===== config.mk =====
export PLATFORM = sky130hd
export DESIGN_NAME = booth_multiplicador_flat
export DESIGN_NICKNAME = d
export VERILOG_FILES = /design/src/rtl/booth_multiplicador_pkg.sv /design/src/rtl/booth_multiplicador_if.sv /design/src/rtl/booth_multiplicador_recode.sv /design/src/rtl/booth_multiplicador.sv /design/src/flat_wrapper.sv
export SDC_FILE = /design/constraint.sdc
export NUM_CORES = 1
export LEC_CHECK = 0
export CAP_MARGIN = 20
export CORE_ASPECT_RATIO = 1.75
export CORE_MARGIN = 5
export CORE_UTILIZATION = 62
export CTS_BUF_LIST = sky130_fd_sc_hd__clkbuf_2 sky130_fd_sc_hd__clkbuf_4 sky130_fd_sc_hd__clkbuf_8
export DETAILED_ROUTE_END_ITERATION = 8
export PLACE_DENSITY = 0.85
export RECOVER_POWER = 100
export SYNTH_ARGS = -nofsm -noshare
export SYNTH_HDL_FRONTEND = slang
export SYNTH_SLANG_ARGS = --single-unit

===== constraint.sdc =====
create_clock -name Clk -period 11.2 [get_ports Clk]
set_input_delay 2.24 -clock Clk [delete_from_list [all_inputs] [get_ports Clk]]
set_output_delay 2.24 -clock Clk [all_outputs]
set_load 0.005 [all_outputs]

===== src/rtl/booth_multiplicador_pkg.sv =====
// Shared types and helpers for the radix-4 Booth multiplier.
package mul_pkg;

  typedef enum logic [1:0] {
    IDLE = 2'b00,
    CALC = 2'b01,
    DONE = 2'b10
  } state_t;

  typedef enum logic [2:0] {
    D_ZERO = 3'd0,
    D_POS1 = 3'd1,
    D_POS2 = 3'd2,
    D_NEG1 = 3'd3,
    D_NEG2 = 3'd4
  } booth_digit_t;

  // One iteration per pair of bits of the (width+2)-bit extended multiplier.
  function automatic int steps_for(input int width);
    return (width + 2) / 2;
  endfunction

  // Window is {q[i+1], q[i], q[i-1]}.
  function automatic booth_digit_t decode_digit(input logic [2:0] window);
    booth_digit_t d;
    case (window)
      3'b001, 3'b010: d = D_POS1;
      3'b011:         d = D_POS2;
      3'b100:         d = D_NEG2;
      3'b101, 3'b110: d = D_NEG1;
      default:        d = D_ZERO;
    endcase
    return d;
  endfunction

endpackage


===== src/rtl/booth_multiplicador_if.sv =====
// Request/response bundle between CPU control and the multiplier.
interface booth_multiplicador_if #(
  parameter int WIDTH = 16
);
  logic                   Start;
  logic                   Signed;
  logic [WIDTH-1:0]       Multiplicando;
  logic [WIDTH-1:0]       Multiplicador;
  logic                   Busy;
  logic                   Done;
  logic [2*WIDTH-1:0]     Produto;

  modport master (
    output Start, Signed, Multiplicando, Multiplicador,
    input  Busy, Done, Produto
  );

  modport slave (
    input  Start, Signed, Multiplicando, Multiplicador,
    output Busy, Done, Produto
  );
endinterface


===== src/rtl/booth_multiplicador_recode.sv =====
// Radix-4 Booth recoder: selects 0, +-M or +-2M as a (WIDTH+3)-bit addend.
module booth_recode
  import mul_pkg::*;
#(
  parameter int WIDTH = 16
) (
  input  logic [2:0]       i_window,
  input  logic [WIDTH+1:0] i_mcand,
  output logic [WIDTH+2:0] o_addend
);

  localparam logic [WIDTH+2:0] LP_ONE = {{(WIDTH+2){1'b0}}, 1'b1};

  booth_digit_t     w_digit;
  logic [WIDTH+2:0] w_m;
  logic [WIDTH+2:0] w_m2;

  assign w_digit = decode_digit(i_window);
  assign w_m     = {i_mcand[WIDTH+1], i_mcand};
  assign w_m2    = {i_mcand, 1'b0};

  // Pick the partial-product addend; negatives as one's complement plus one.
  always_comb begin
    o_addend = '0;
    case (w_digit)
      D_POS1:  o_addend = w_m;
      D_POS2:  o_addend = w_m2;
      D_NEG1:  o_addend = ~w_m + LP_ONE;
      D_NEG2:  o_addend = ~w_m2 + LP_ONE;
      default: o_addend = '0;
    endcase
  end

endmodule


===== src/rtl/booth_multiplicador.sv =====
// Sequential radix-4 Booth multiplier, signed/unsigned, Start/Busy/Done.
// state | meaning
// IDLE  | waiting for Start
// CALC  | one Booth step per cycle, STEPS cycles
// DONE  | Produto valid, Done pulse; Start here chains the next operation
module booth_multiplicador
  import mul_pkg::*;
#(
  parameter int WIDTH = 16
) (
  input  logic                 Clk,
  input  logic                 Reset,
  booth_multiplicador_if.slave bus
);

  localparam int STEPS = steps_for(WIDTH);
  localparam int CW    = $clog2(STEPS);
  localparam logic [CW-1:0] CNT_LAST = CW'(STEPS - 1);
  localparam logic [CW-1:0] CNT_ONE  = CW'(1);

  if (WIDTH < 4 || (WIDTH % 2) != 0) begin : g_bad_width
    $fatal(1, "booth_multiplicador: WIDTH must be even and >= 4");
  end

  state_t             r_state;
  state_t             w_state_nxt;
  logic               w_accept;
  logic               w_step;
  logic               w_last;
  logic [WIDTH+1:0]   r_mcand;
  logic [WIDTH+1:0]   r_acc;
  logic [WIDTH+2:0]   r_mplr;
  logic [CW-1:0]      r_cnt;
  logic [2*WIDTH-1:0] r_prod;
  logic [WIDTH+1:0]   w_mcand_ext;
  logic [WIDTH+1:0]   w_mplr_ext;
  logic [WIDTH+2:0]   w_addend;
  logic [WIDTH+2:0]   w_sum;
  logic [WIDTH+1:0]   w_acc_nxt;
  logic [WIDTH+2:0]   w_mplr_nxt;

  assign w_mcand_ext = {{2{bus.Signed & bus.Multiplicando[WIDTH-1]}}, bus.Multiplicando};
  assign w_mplr_ext  = {{2{bus.Signed & bus.Multiplicador[WIDTH-1]}}, bus.Multiplicador};

  booth_recode #(.WIDTH(WIDTH)) u_recode (
    .i_window (r_mplr[2:0]),
    .i_mcand  (r_mcand),
    .o_addend (w_addend)
  );

  // Guard bit keeps +-2M from overflowing; after the 2-bit shift it is redundant.
  assign w_sum      = {r_acc[WIDTH+1], r_acc} + w_addend;
  assign w_acc_nxt  = {w_sum[WIDTH+2], w_sum[WIDTH+2:2]};
  assign w_mplr_nxt = {w_sum[1:0], r_mplr[WIDTH+2:2]};

  // State register.
  always_ff @(posedge Clk or negedge Reset) begin
    if (!Reset) r_state <= IDLE;
    else        r_state <= w_state_nxt;
  end

  // Next-state and datapath strobes.
  always_comb begin
    w_state_nxt = r_state;
    w_accept    = 1'b0;
    w_step      = 1'b0;
    w_last      = 1'b0;
    case (r_state)
      IDLE: begin
        if (bus.Start) begin
          w_accept    = 1'b1;
          w_state_nxt = CALC;
        end
      end
      CALC: begin
        w_step = 1'b1;
        if (r_cnt == CNT_LAST) begin
          w_last      = 1'b1;
          w_state_nxt = DONE;
        end
      end
      DONE: begin
        if (bus.Start) begin
          w_accept    = 1'b1;
          w_state_nxt = CALC;
        end else begin
          w_state_nxt = IDLE;
        end
      end
      default: w_state_nxt = IDLE;
    endcase
  end

  // Operand latch, Booth step/shift, and result capture on the final step.
  always_ff @(posedge Clk or negedge Reset) begin
    if (!Reset) begin
      r_mcand <= '0;
      r_acc   <= '0;
      r_mplr  <= '0;
      r_cnt   <= '0;
      r_prod  <= '0;
    end else if (w_accept) begin
      r_mcand <= w_mcand_ext;
      r_acc   <= '0;
      r_mplr  <= {w_mplr_ext, 1'b0};
      r_cnt   <= '0;
    end else if (w_step) begin
      r_acc  <= w_acc_nxt;
      r_mplr <= w_mplr_nxt;
      r_cnt  <= r_cnt + CNT_ONE;
      if (w_last) r_prod <= {w_acc_nxt[WIDTH-3:0], w_mplr_nxt[WIDTH+2:1]};
    end
  end

  assign bus.Busy    = (r_state == CALC);
  assign bus.Done    = (r_state == DONE);
  assign bus.Produto = r_prod;

endmodule

===== src/flat_wrapper.sv =====
// flat-port wrapper written by rule: the top's interface ports become plain ports
module booth_multiplicador_flat import mul_pkg::*;
#(
  parameter int WIDTH = 16
)
  (Clk, Reset, bus_Start, bus_Signed, bus_Multiplicando, bus_Multiplicador, bus_Busy, bus_Done, bus_Produto);
  booth_multiplicador_if #(.WIDTH(WIDTH)) bus_i ();
  input  logic Clk;
  input  logic Reset;
  input wire logic [$bits(bus_i.Start)-1:0] bus_Start;
  input wire logic [$bits(bus_i.Signed)-1:0] bus_Signed;
  input wire logic [$bits(bus_i.Multiplicando)-1:0] bus_Multiplicando;
  input wire logic [$bits(bus_i.Multiplicador)-1:0] bus_Multiplicador;
  output wire logic [$bits(bus_i.Busy)-1:0] bus_Busy;
  output wire logic [$bits(bus_i.Done)-1:0] bus_Done;
  output wire logic [$bits(bus_i.Produto)-1:0] bus_Produto;
  assign bus_i.Start = bus_Start;
  assign bus_i.Signed = bus_Signed;
  assign bus_i.Multiplicando = bus_Multiplicando;
  assign bus_i.Multiplicador = bus_Multiplicador;
  assign bus_Busy = bus_i.Busy;
  assign bus_Done = bus_i.Done;
  assign bus_Produto = bus_i.Produto;
  booth_multiplicador #(.WIDTH(WIDTH)) u_core (.Clk(Clk), .Reset(Reset), .bus(bus_i));
endmodule

==> results of run 1 <==
[cells in the mapped netlist (14+ instances only)]
cell / number / share of area [%]
a22o_1: 14 / 2.3
xnor2_1: 18 / 2.9
dfrtp_1: 91 / 42
inv_1: 14 / 0.98
a21oi_1: 36 / 3.3
nand2_1: 118 / 8.2
nor2_1: 32 / 2.2
o21ai_0: 37 / 3.4
ha_1: 21 / 4.9
clkbuf_1: 30 / 2.1
a22oi_1: 20 / 2.8
mux2_2: 30 / 6.3
[path summary, 6_finish.rpt]
kind	to	slack (ns)	cells after the start
max reg2reg	u_core.r_acc[15]	5.72	13
max in group Clk	u_core.r_acc[15]	5.72	13
max	u_core.r_acc[9]	5.36	2
min reg2reg	u_core.bus.Produto[1]	0.51	1
min in group asynchronous	u_core.r_mcand[3]	2.59	1
min	u_core.bus.Produto[1]	0.51	1
[logic make-up (layout without fill, tap and decap cells)]
kind of cell / count (synthesis) / count (layout) / share of synthesized area [%]
DFF: 91 / 91 / 42.3
xor gates and xnor gates: 31 / 31 / 5.18
muxes: 36 / 36 / 7.38
and+or+nand+nor: 212 / 212 / 17.5
adders and majority gates: 22 / 22 / 5.25
buffers and inverters: 50 / 105 / 3.67
AOI/OAI and AO/OA: 155 / 155 / 18.7
[stage by stage]
| step | cells | setup WS (ns) | area (um^2) |
|---|---|---|---|
| floorplan | 597 | 6.95 | 5390 |
| global placement | 754 | 6.82 | 6140 |
| detailed placement | 754 | 6.68 | 6140 |
| CTS | 769 | 6.63 | 6360 |
| global route | 769 | 4.45 | 6330 |
| finish | 769 | 5.36 | 6330 |
[sequential cells by signal, summed over array words and instances, names as in the netlist]
name and count:
u_core.r_mcand 17, u_core.r_cnt 4, u_core.r_state 2, u_core.r_acc 17
u_core.r_mplr 19, u_core.bus.Produto 32
[cell type report]
class	instances	area (um^2)	share of cell area (%)
clock buffers	10	138	2.18
clock inverters	5	85.1	1.34
inverters	14	52.6	0.831
multi-input cells	456	2910	46.1
flip-flops and latches	91	2280	36.0
well taps	117	146	2.31
repair buffers	76	714	11.3
[routing by layer]
metal	GRT usage, %	up-vias	routed length [um]
li1	-	2234	-
met1	32.8	2327	5170
met2	49.6	273	7490
met3	5.82	69	1000
met4	14.2	0	763
met5	0	-	0
==> impl_metrics.tcl, run 1 <==
set metrics [dict create \
    n_antenna_cell 0 \
    drtAntennaViolNets 0 \
    insertion_delay_ns 0.37 \
    overflow 0 \
    rsz0062_at_grt "false" \
    slowest_delay_ns 1.85 \
    critPathMostFrequentCell "clkbuf_1" \
    final_cell_mix "nand2_1 (118), dfrtp_1 (91), o21ai_0 (38)" \
    syn_inst 597 \
    drtIter0Drc 323 \
    drtPass1Iterations 8 \
    yosysWarnings 0 \
    cts_hold_buf 0 \
    avgRoutedWirePerCell_um 18.8 \
    numPortBuffers 69 \
    cts_resized 0 \
    gp_congestion 1.06 \
    synth_edf_count 0 \
    final_nets 706 \
    path_cells "clkbuf_1 -> clkbuf_1" \
    wl_um 14400 \
    avgSynthCellArea_um2 9.03 \
    die_w_um 80.5 \
    slew_violations 235 \
    hold_path.startpoint "u_core.bus.Produto[1]" \
    grt_pass1_wl_um 24200 \
    vias 4903 \
    num_rows 45 \
    clock_sinks 91 \
    violations "max-capacitance violations, max-slew violations" \
    antenna_found_initial 0 \
    start_util_pct 62.6 \
    vias_per_cell 6.38 \
    clk_pin_slew_worst_paths_ns 0.09 \
    post-cts-setup-buffers 0 \
    cp_data_arrival_time_ns 5.80 \
    hp-class "reg -> reg" \
    n_fill_cell 616 \
    grt_max_degree 48 \
    endpoint_kind "async pin" \
    area_delta_synth_final_pct 17.4 \
    grt_pass1_vias 4982 \
    cts_max_path_buffers 2 \
    clock.fmax_mhz 171 \
    ys_seq_area_share_pct 42.3 \
    final_common_cell "nand2_1" \
    crit_slowest_cell "clkbuf_1" \
    dieArea_um2 10700 \
    syn_nets 655 \
    setup_viol 0 \
    core_um2 8610 \
    start_kind "input pin" \
    setup.worst_path.start "Reset" \
    cts_buffers 9 \
    dp.final_hpwl_um 10200 \
    cp_num_buf_inv 2 \
    cts-htree-levels 3 \
    worst_pin_slew_ns 2.47 \
    synthesis.area_um2 5390 \
    route.detailed.drc 0 \
    synthFlopType "dfrtp_1" \
    fin_util_pct 73.4 \
    period_share_pct 52.2 \
    ys_types 55 \
    r2r_start "u_core.r_mplr[2]" \
    outcome "complete, but fails checks" \
    worstPathMaxFanout 47 \
    whs_ns 0.511 \
    cp.required_ns 11.16 \
    synthArstFlopShare_pct 100 \
    drive_gt1_share_pct 8.44 \
    slew_headroom_pct -64.4 \
    crit_family "buffers and inverters" \
    clock_skew_ns 0.0120 \
    cts_tree "done" \
    track_usage_pct 28.6 \
    critical_path_class "in -> async" \
    die_h_um 133 \
    synth_seq_cells 91 \
    hold_viol_final 0 \
    timing.setup.tns_ns 0 \
    clockRootBuffer "clkbuf_8" \
    max-cap-violations 6 \
    finalCriticalPeriod_ns 5.84 \
    ios 70 \
]
Power of run 1 is not shown: default switching activity piles up to over one toggle a cycle in this logic, so the estimate is an artifact.
==> run 2, diff against run 1 <==
--- a/config.mk
+++ b/config.mk
@@ -8,10 +8,10 @@
 export CAP_MARGIN = 20
 export CORE_ASPECT_RATIO = 1.75
 export CORE_MARGIN = 5
-export CORE_UTILIZATION = 62
+export CORE_UTILIZATION = 58
 export CTS_BUF_LIST = sky130_fd_sc_hd__clkbuf_2 sky130_fd_sc_hd__clkbuf_4 sky130_fd_sc_hd__clkbuf_8
 export DETAILED_ROUTE_END_ITERATION = 8
-export PLACE_DENSITY = 0.85
+export PLACE_DENSITY = 0.8
 export RECOVER_POWER = 100
 export SYNTH_ARGS = -nofsm -noshare
 export SYNTH_HDL_FRONTEND = slang
==> constraint.sdc (replaced) <==
create_clock -name Clk -period 5.5 [get_ports Clk]
set_input_delay 1.1 -clock Clk [delete_from_list [all_inputs] [get_ports Clk]]
set_output_delay 1.1 -clock Clk [all_outputs]
set_load 0.005 [all_outputs]
==> run 2 against run 1 <==
Against the previous run: critical endpoint is now u_core.r_acc[15]; sequential share of layout area rose by 0.18 points; count of clock-buffer cells in the layout fell by 1; critical path type is now reg -> reg; hold slack got worse by 0.0043 ns; the flow still finishes with violations (max-capacitance violations, max-slew violations); sequential cell count did not move; routed wire length rose by 0.88%; register-to-register slack got worse by 4.9 ns; design area fell by 0.49%; non-clock buffer count rose by 1.
==> impl_metrics.tcl, run 2 (synthesized netlist as in run 1, its figures left out) <==
set metrics [dict create \
    crit_family "simple AND/OR/NAND/NOR gates" \
    grt_pass1_vias 4760 \
    cts_max_path_buffers 2 \
    final_cell_mix "nand2_1 (118), dfrtp_1 (91), o21ai_0 (38)" \
    cp.required_ns 5.76 \
    grtUsageMet3_pct 4.61 \
    max-cap-violations 4 \
    rsz0062_at_grt "false" \
    drtIter0Drc 216 \
    worst_pin_slew_ns 2.63 \
    setup_viol 0 \
    crit_slowest_cell "or4_1" \
    numPortBuffers 69 \
    cts_tree "done" \
    path_cells "or3_1 -> or4_1 -> or3b_1 -> xnor2_1 -> a21oi_1 -> a211oi_1 -> nor2_1 -> ha_1 -> a21oi_1 -> nand2_1 -> a31oi_1 -> o21ai_0 -> a2111oi_0 -> mux2i_1 -> a211o_1" \
    cp_num_buf_inv 0 \
    cts_buffers 9 \
    largest_reg_flops 32 \
    grt_util_met2_pct 46.7 \
    cp_data_arrival_time_ns 4.95 \
    area_delta_synth_final_pct 16.8 \
    grt_pass1_wl_um 23600 \
    cts_resized 0 \
    route.detailed.drc 0 \
    cts_hold_buf 0 \
    drive_gt1_share_pct 8.72 \
    die_w_um 82.9 \
    n_fill_cell 756 \
    start_util_pct 59.3 \
    insertion_delay_ns 0.37 \
    vias_per_cell 6.05 \
    slew_headroom_pct -76.3 \
    worstPathMaxFanout 8 \
    wl_um 14600 \
    timing.setup.tns_ns 0 \
    post-cts-setup-buffers 0 \
    grt_max_degree 75 \
    dp.final_hpwl_um 10600 \
    antenna_found_initial 0 \
    n_antenna_cell 0 \
    critical_path_class "reg -> reg" \
    period_share_pct 85.2 \
    drtPass1Iterations 5 \
    gp_congestion 0.946 \
    outcome "complete, but fails checks" \
    vias 4685 \
    hold_viol_final 0 \
    avgRoutedWirePerCell_um 18.8 \
    final_common_cell "nand2_1" \
    grtUsageMet1_pct 29.2 \
    clk_pin_slew_worst_paths_ns 0.10 \
    hp-class "reg -> reg" \
    cts-htree-levels 3 \
    clockRootBuffer "clkbuf_8" \
    slew_violations 180 \
    clock.fmax_mhz 213 \
    num_rows 46 \
    track_usage_pct 26.1 \
    endpoint_kind "register" \
    start_kind "register" \
    clock_skew_ns 0.00962 \
    critPathMostFrequentCell "a21oi_1" \
    die_h_um 138 \
    dieArea_um2 11400 \
    violations "max-capacitance violations, max-slew violations" \
    ios 70 \
    slowest_delay_ns 0.68 \
    core_um2 9090 \
    finalCriticalPeriod_ns 4.69 \
    clock_sinks 91 \
    grt-busiest-layer "met2" \
    overflow 0 \
    drtAntennaViolNets 0 \
    final_nets 707 \
]
==> run 2: final timing paths <==
| path | end | slack (ns) | start | depth (start not counted) |
|---|---|---|---|---|
| setup / recovery | u_core.r_acc[15] | 0.81 | u_core.r_mcand[4] | 15 |
| hold / removal | u_core.r_acc[15] | 0.51 | u_core.r_acc[15] | 1 |
| min in group asynchronous | u_core.r_mcand[4] | 0.89 | Reset | 1 |
| setup reg to reg | u_core.r_acc[15] | 0.81 | u_core.r_mcand[4] | 15 |
| hold reg to reg | u_core.r_acc[15] | 0.51 | u_core.r_acc[15] | 1 |
| max in group asynchronous | u_core.r_mplr[10] | 2.30 | Reset | 2 |
==> run 2: stage by stage <==
stage / hold slack, ns / instances / utilization [%] / cell area [um^2] / worst slack, ns
finish: 0.506 / 774 / 69.2 / 6300 / 0.815
global route: 0.528 / 774 / 69.2 / 6300 / 0.451
CTS: 0.510 / 774 / 69.8 / 6340 / 0.992
detailed placement: 0.485 / 758 / 67.7 / 6160 / 1.01
global placement: 0.476 / 758 / 67.7 / 6160 / 1.09
floorplan: 0.456 / 597 / - / 5390 / 1.25
==> run 2: layer usage <==
metal  routed length, um  up-vias
met5                   0        -
met4                 661        0
met3                 887       39
met2                7620      186
met1                5390     2235
li1                    -     2225
==> run 2: layout make-up <==
cell class | instances | area [um^2] | area share, %
multi-input combinational | 456 | 2900 | 46.0
sequential | 91 | 2280 | 36.2
clock buffer | 9 | 124 | 1.97
tap | 120 | 150 | 2.38
clock inverter | 7 | 62.6 | 0.994
timing repair buffer | 77 | 734 | 11.7
inverter | 14 | 52.6 | 0.835
Power of run 2 is left out for the same reason.
